**config.mk**
```make
export PLATFORM = sky130hd
export DESIGN_NAME = cnu_serial_add_ctrl
export DESIGN_NICKNAME = d
export VERILOG_FILES = /design/src/rtl/cnu_pkg.sv /design/src/rtl/FULL_ADDER.sv /design/src/rtl/cnu_serial_add_ctrl.sv
export SDC_FILE = /design/constraint.sdc
export NUM_CORES = 1
export LEC_CHECK = 0
export CORE_MARGIN = 2
export CORE_UTILIZATION = 30
export CTS_BUF_LIST = sky130_fd_sc_hd__clkbuf_4 sky130_fd_sc_hd__clkbuf_8
export DETAILED_ROUTE_END_ITERATION = 8
export SLEW_MARGIN = 20
export SYNTH_ARGS = -nofsm -noshare
export SYNTH_HDL_FRONTEND = slang
export SYNTH_SLANG_ARGS = --single-unit
```
**constraint.sdc**
```tcl
create_clock -name clk -period 1.7 [get_ports clk]
set_input_delay 0.17 -clock clk [delete_from_list [all_inputs] [get_ports clk]]
set_output_delay 0.17 -clock clk [all_outputs]
set_load 0.03 [all_outputs]
```
**src/rtl/cnu_pkg.sv**
```systemverilog
// Shared types and defaults for the CNU serial arithmetic blocks.
package cnu_pkg;

    typedef enum logic [1:0] {IDLE, RUN, DONE} sadd_state_t;

    localparam int CNU_W_DEFAULT = 8;

endpackage

```
**src/rtl/FULL_ADDER.sv**
```systemverilog
// One-bit full adder shared by the bit-serial sequencer.
module FULL_ADDER (
    input  logic A,
    input  logic B,
    input  logic CIN,
    output logic COUT,
    output logic SUM
);

    assign SUM  = A ^ B ^ CIN;
    assign COUT = (A & B) | (CIN & (A ^ B));

endmodule

```
**src/rtl/cnu_serial_add_ctrl.sv**
```systemverilog
// Bit-serial add/subtract sequencer: one FULL_ADDER, LSB first, valid/ready on both sides.
module cnu_serial_add_ctrl
    import cnu_pkg::*;
#(
    parameter int W = CNU_W_DEFAULT
) (
    input  logic         clk,
    input  logic         rst,
    input  logic         in_valid,
    output logic         in_ready,
    input  logic [W-1:0] in_a,
    input  logic [W-1:0] in_b,
    input  logic         in_sub,
    output logic         out_valid,
    input  logic         out_ready,
    output logic [W-1:0] out_sum,
    output logic         out_cout,
    output logic         out_ovf,
    output logic         busy
);

    localparam int CNT_W = $clog2(W) + 1;

    sadd_state_t    state, state_nxt;
    logic [W-1:0]   a_sr, b_sr, res_sr;
    logic [CNT_W-1:0] bit_cnt;
    logic           carry, cmsb;
    logic           fa_sum, fa_cout;
    logic           accept, last;

    assign in_ready  = (state == IDLE) | ((state == DONE) & out_ready);
    assign accept    = in_valid & in_ready;
    assign last      = (state == RUN) && (bit_cnt == CNT_W'(W - 1));
    assign out_valid = (state == DONE);
    assign busy      = (state != IDLE);

    FULL_ADDER u_fa (
        .A    (a_sr[0]),
        .B    (b_sr[0]),
        .CIN  (carry),
        .COUT (fa_cout),
        .SUM  (fa_sum)
    );

    always_comb begin
        state_nxt = state;
        case (state)
            IDLE:    if (accept) state_nxt = RUN;
            RUN:     if (last) state_nxt = DONE;
            DONE: begin
                if (accept)         state_nxt = RUN;
                else if (out_ready) state_nxt = IDLE;
            end
            default: state_nxt = IDLE;
        endcase
    end

    always_ff @(posedge clk or posedge rst) begin
        if (rst) begin
            state    <= IDLE;
            a_sr     <= '0;
            b_sr     <= '0;
            res_sr   <= '0;
            bit_cnt  <= '0;
            carry    <= 1'b0;
            cmsb     <= 1'b0;
            out_sum  <= '0;
            out_cout <= 1'b0;
            out_ovf  <= 1'b0;
        end else begin
            state <= state_nxt;
            if (accept) begin
                // Subtract is A + ~B + 1: invert B up front and seed the carry.
                a_sr    <= in_a;
                b_sr    <= in_sub ? ~in_b : in_b;
                carry   <= in_sub;
                bit_cnt <= '0;
            end else if (state == RUN) begin
                a_sr   <= {1'b0, a_sr[W-1:1]};
                b_sr   <= {1'b0, b_sr[W-1:1]};
                res_sr <= {fa_sum, res_sr[W-1:1]};
                carry  <= fa_cout;
                // Carry out of bit W-2 is the carry into the MSB, needed for signed overflow.
                if (bit_cnt == CNT_W'(W - 2)) cmsb <= fa_cout;
                if (last) begin
                    bit_cnt  <= '0;
                    out_sum  <= {fa_sum, res_sr[W-1:1]};
                    out_cout <= fa_cout;
                    out_ovf  <= cmsb ^ fa_cout;
                end else begin
                    bit_cnt <= bit_cnt + 1'b1;
                end
            end
        end
    end

endmodule
```
; ---- Word-level counts from Yosys, hierarchy flattened
; Index checks and enable logic that the tools add are counted.
[word_totals]
regBits = 42
inputBits = 21
output_inout_bits = 13
elab_cells = 52
[classes]
n_addsub = 1
n_eq_ne = 7
n_mux = 15
bitwise_logic = 11
reduce_logical = 8
[op_table]
columns = cell, count
row1 = $mux 8, 5
row2 = $mux 4, 3
row3 = $reduce_and 3->1, 3
row4 = $eq 4x3->1 const B, 2
row5 = $mux 2, 4
row6 = $not 8->8, 1
row7 = $pmux 2 s3, 1
row8 = $add 4x1->4 const B, 1
row9 = $and 1x1->1, 4
row10 = $ne 2x2->1 const B, 2
row11 = $reduce_bool 2->1, 2
row12 = $ne 3x1->1 const B, 1
row13 = $xor 1x1->1, 3
row14 = $eq 2x1->1 const B, 1
row15 = $eq 2x2->1 const B, 1
row16 = $logic_not 2->1, 1
row17 = $mux 1, 2
row18 = $or 1x1->1, 2
row19 = $reduce_and 2->1, 1
row20 = $logic_and 1x1->1, 1
row21 = $not 1->1, 1

; ---- Logic depth before layout (Yosys ltp)
[logic_depth]
depth_word = 6
depth_mapped = 5
depth_no_buf = 4

; ---- Hierarchy
; From an unflattened synthesis, not the netlist that was laid out.
[hier_totals]
cells_unflattened = 173
hier_area_um2 = 1961.9
[by_module_without_submodules]
columns = module, instances, cells_per_inst, area_each_um2, seq_area_each_um2
row1 = cnu_serial_add_ctrl, 1, 172, 1941.9, 1026.0
row2 = FULL_ADDER, 1, 1, 20.0, 0.0

; ---- Worst setup path before layout
; No wires, ideal clock.
[synth_path]
kind = register -> register
start = register bit_cnt[0]
end = register out_cout
setup_time_ns = 0.128
arrival_ns = 1.279
required_time_ns = 1.572
path_slack_ns = 0.293
path_stages_with_launch = 6
path_buffers = 1
period_less_slack_ns = 1.407
path_cell_list = dfrtp_1 -> ha_1 -> nand3b_1 -> nor2_1 -> buf_4 -> mux2_1
[synth_between]
elab_chain_cells = 3
[synth_rtl]
columns = item, line
row1 = start: declaration, cnu_serial_add_ctrl.sv:26  ; logic [CNT_W-1:0] bit_cnt;
row2 = start signal: assignment, cnu_serial_add_ctrl.sv:91  ; bit_cnt <= bit_cnt + 1'b1;
row3 = $eq 4x3->1, cnu_serial_add_ctrl.sv:33  ; assign last = (state == RUN) && (bit_cnt == CNT_W'(W - 1));
row4 = $logic_and 1x1->1, cnu_serial_add_ctrl.sv:33
row5 = $reduce_and 3->1 (no source line), --
row6 = end signal: assignment, cnu_serial_add_ctrl.sv:88  ; out_cout <= fa_cout;
row7 = end: declaration, cnu_serial_add_ctrl.sv:17  ; output logic out_cout,
; Every way passes these cells.
; A chain may end at the register's enable or synchronous reset.

; ---- Worst setup path after layout
[layout_path]
start = register state[0]
end = output out_valid
[layout_between]
elab_chain_cells = 1
[layout_rtl]
columns = item, line
row1 = start: declaration, cnu_serial_add_ctrl.sv:24  ; sadd_state_t state, state_nxt;
row2 = start signal: assignment, cnu_serial_add_ctrl.sv:71  ; state <= state_nxt;
row3 = $eq 2x2->1, cnu_serial_add_ctrl.sv:34  ; assign out_valid = (state == DONE);
row4 = end: declaration, cnu_serial_add_ctrl.sv:14  ; output logic out_valid,
; Every way passes these cells.

==> results.tsv <==
stage	metric	value	unit
floorplanning	design.core.area	0.00628	mm^2
grt	grt_antenna_before_repair	0	
synth	synth_area_leaders	dfrtp_1 53%, mux2i_1 6.2%, mux2_1 5.2%, nand2_1 4.8%, nand3_1 3.9%	
grt	grt_pass1_wl	6.82	mm
critical_path	worst_setup_path_start_kind	flip-flop	
finish	drive_above_1_share	12.8	%
critical_path	rrSetupSlack	0.18	ns
clock_network	ctsResizeCount	2	
critical_path	path_cells	and2b_1 > dlygate4sd2_1	
floorplanning	start_util	30.8	%
critical_path	reg2reg_depth	4	
place	portBuffers	33	
floorplanning	floorplan.rows	29	
finish	final_common_cell	dfrtp_1	
clock_network	cts_num_sinks	41	
timing	report.final.slew_viol_count	0	
timing	finalHoldViolCount	0	
grt	overflow	0	
critical_path	critPathKind	flip-flop to output pin	
critical_path	slowest_stage	dfrtp_1	
place	dp_hpwl	2.79	mm
synth	synth.net_count	198	
timing	worst_slew_pin_slew	0.444	ns
grt	grtUsageTotal	11.8	%
routing	dr_total_vias	1388	
run_status	outcome	finished, final reports clean	
timing	rsz0062_at_grt	no	
clock_network	htreeDepth	2	
clock_network	clock_tree.buffer_depth	2	
routing	routed_wl	3.88	mm
critical_path	r2r-start	state[0]$_DFFE_PP0P_	
timing	skew	0.00828	ns
pwr	powerDensity	1650	mW/mm^2
floorplanning	die_y	84.3	um
synth	yosysTopAreaCellShare	53.0	%
synth	synth-simple-area-share	16.0	%
grt	grt_max_degree	42	
timing	fin_crit	1.58	ns
synth	synth_cell_types	38	
pwr	p_leak	1.19	nW
worst_hold_path	hp-class	input port to async pin	
clock_network	cts_root_buf	clkbuf_8	
synth	ys_seq_area_share	53.0	%
grt	first_global_vias	1432	
synth	synth_largest_area_cell	dfrtp_1	
synth	syn_avg_cell_area	11.1	um^2
place	dpl-instance-area	0.00240	mm^2
routing	wl_per_cell	13.1	um
routing	drt.antenna.violating_nets	0	
clock_network	cts_buffers	5	
critical_path	crit_required	1.53	ns
clock_network	cts_tree	yes	
critical_path	startpoint	state[0]$_DFFE_PP0P_	
floorplanning	die_area	0.00711	mm^2
timing	fin_setup_tns	0	ns
timing	maxSlewHeadroom	70.4	%
clock_network	clkLatencyLatePin	0.29	ns
floorplanning	die_w	84.3	um
finish	antenna_cells	0	
finish	n_fill_cell	621	
synth	synth_warnings	0	
floorplanning	ioPinCount	34	
critical_path	crit_fanout	8	
routing	vias_per_cell	4.71	
finish	layout_common_cells	41 x dfrtp_1, 30 x clkdlybuf4s50_1, 25 x nand2_1	
finish	syn2layout_area_growth	28.2	%
critical_path	critPathCaptureType	output pin	
synth	ys_ff_latch	41	
finish	nNetsFinal	241	
synth	synth_top_family_by_area	simple AND/OR/NAND/NOR gates	
finish	post-route-cell-area	0.00248	mm^2
place	place_congestion	0.730	
synth	synthAdderAreaFrac	2.33	%
synth	netlist_area	0.00194	mm^2
critical_path	worst_ep_arrival_time	1.41	ns
clock_network	path_clk_slew	0.08	ns
clock_network	hold_buffers	0	
synth	synthXorXnorAreaFrac	4.52	%
routing	drcViolationCount	0	
timing	setup_violations	0	
routing	drt_first_pass_iters	4	
clock_network	post_cts_buffers	0	
critical_path	endpoint	out_valid	
critical_path	r2r-end	a_sr[2]$_DFFE_PP0P_	
run	max_cap_viol_count	0	
critical_path	critPathMaxStageDelay	0.46	ns
synth	synth-compound-area-share	7.43	%
pwr	max-vdd-ir-drop	0.000755	V
timing	fmax	633	MHz
timing	finalCritPeriodShare	92.9	%
synth	synthMuxAreaShare	12.8	%
routing	initialDrtViolationCount	22	
synth	synthCells	174	
metal layers:
layer	wire, um	track usage (%)	part of all wire (%)
met1	1820	15.7	47
met4	38	3.96	0.98
met2	1860	19.0	48
met3	155	3.05	4.0
met5	0	0	0
power breakdown:
part	internal (mW)	switching [mW]
clock	0.283	0.339
combinational	0.849	0.959
sequential	1.39	0.275
total	2.52	1.57
Yosys cell counts, drive strengths merged:
master  count
nand3      15
o211ai      1
inv         3
ha          2
nor4        1
nor3        2
a21oi       2
clkbuf      1
mux2       11
xor2        8
nor2b       2
dfrtp      41
mux2i      12
fa          1
nand4b      1
nand2      25
a21o        1
and3        1
or2         1
a221o       3
buf         8
and2b       2
a211o       1
and2        1
nand3b      2
o21ai      16
nor2        4
nand2b      4
xnor2       2
worst min-delay path by stage:
stage,from,endpoint,slack [ns],depth (start not counted)
floorplan,in_a[6],a_sr[6]$_DFFE_PP0P_,0.31,2
global placement,res_sr[1]$_DFFE_PP0P_,res_sr[1]$_DFFE_PP0P_,0.46,2
detailed placement,res_sr[1]$_DFFE_PP0P_,res_sr[1]$_DFFE_PP0P_,0.47,2
CTS,rst,out_sum[5]$_DFFE_PP0P_,0.24,3
global route,rst,out_sum[0]$_DFFE_PP0P_,0.27,3
finish,rst,out_cout$_DFFE_PP0P_,0.23,3
cell families after synthesis:
logic type / count (synthesis)
AOI/OAI and AO/OA: 24
adders and majority gates: 3
muxes: 23
xor gates and xnor gates: 10
buffers and inverters: 12
and+or+nand+nor: 61
DFF: 41
state kept, by name, indices dropped and copies added, names as in the netlist:
| name | flops |
|---|---|
| out_sum | 8 |
| cmsb | 1 |
| out_ovf | 1 |
| res_sr | 7 |
| bit_cnt | 4 |
| out_cout | 1 |
| carry | 1 |
| a_sr | 8 |
| state | 2 |
| b_sr | 8 |
area by class of cell:
| class | count | area, um^2 | area share (%) |
|---|---|---|---|
| Multi-Input combinational cell | 121 | 833 | 33.6 |
| Sequential cell | 41 | 1030 | 41.4 |
| Tap cell | 77 | 96.3 | 3.88 |
| Clock inverter | 3 | 17.5 | 0.706 |
| Inverter | 3 | 11.3 | 0.454 |
| Clock buffer | 5 | 68.8 | 2.77 |
| Timing Repair Buffer | 45 | 428 | 17.2 |
metrics by stage:
step / cells / util (%) / power [mW] / hold WS [ns] / setup WS, ns
after global placement: 287 / 38.2 / 3.48 / 0.464 / 0.155
final: 295 / 39.5 / 4.10 / 0.231 / 0.120
after floorplan: 174 / - / 2.92 / 0.309 / 0.293
after detailed placement: 287 / 38.2 / 3.53 / 0.468 / 0.165
after global routing: 295 / 39.5 / 4.43 / 0.270 / 0.0513
after CTS: 295 / 39.5 / 4.16 / 0.237 / 0.0951
critical path: cells and delay by family, from the launching register on:
family / cells / cell delay (ns)
flip-flops: 1 / 0.46
buffers and inverters: 1 / 0.40
AND/OR/NAND/NOR: 1 / 0.25
Note: power is estimated with default switching activity, not from simulation.
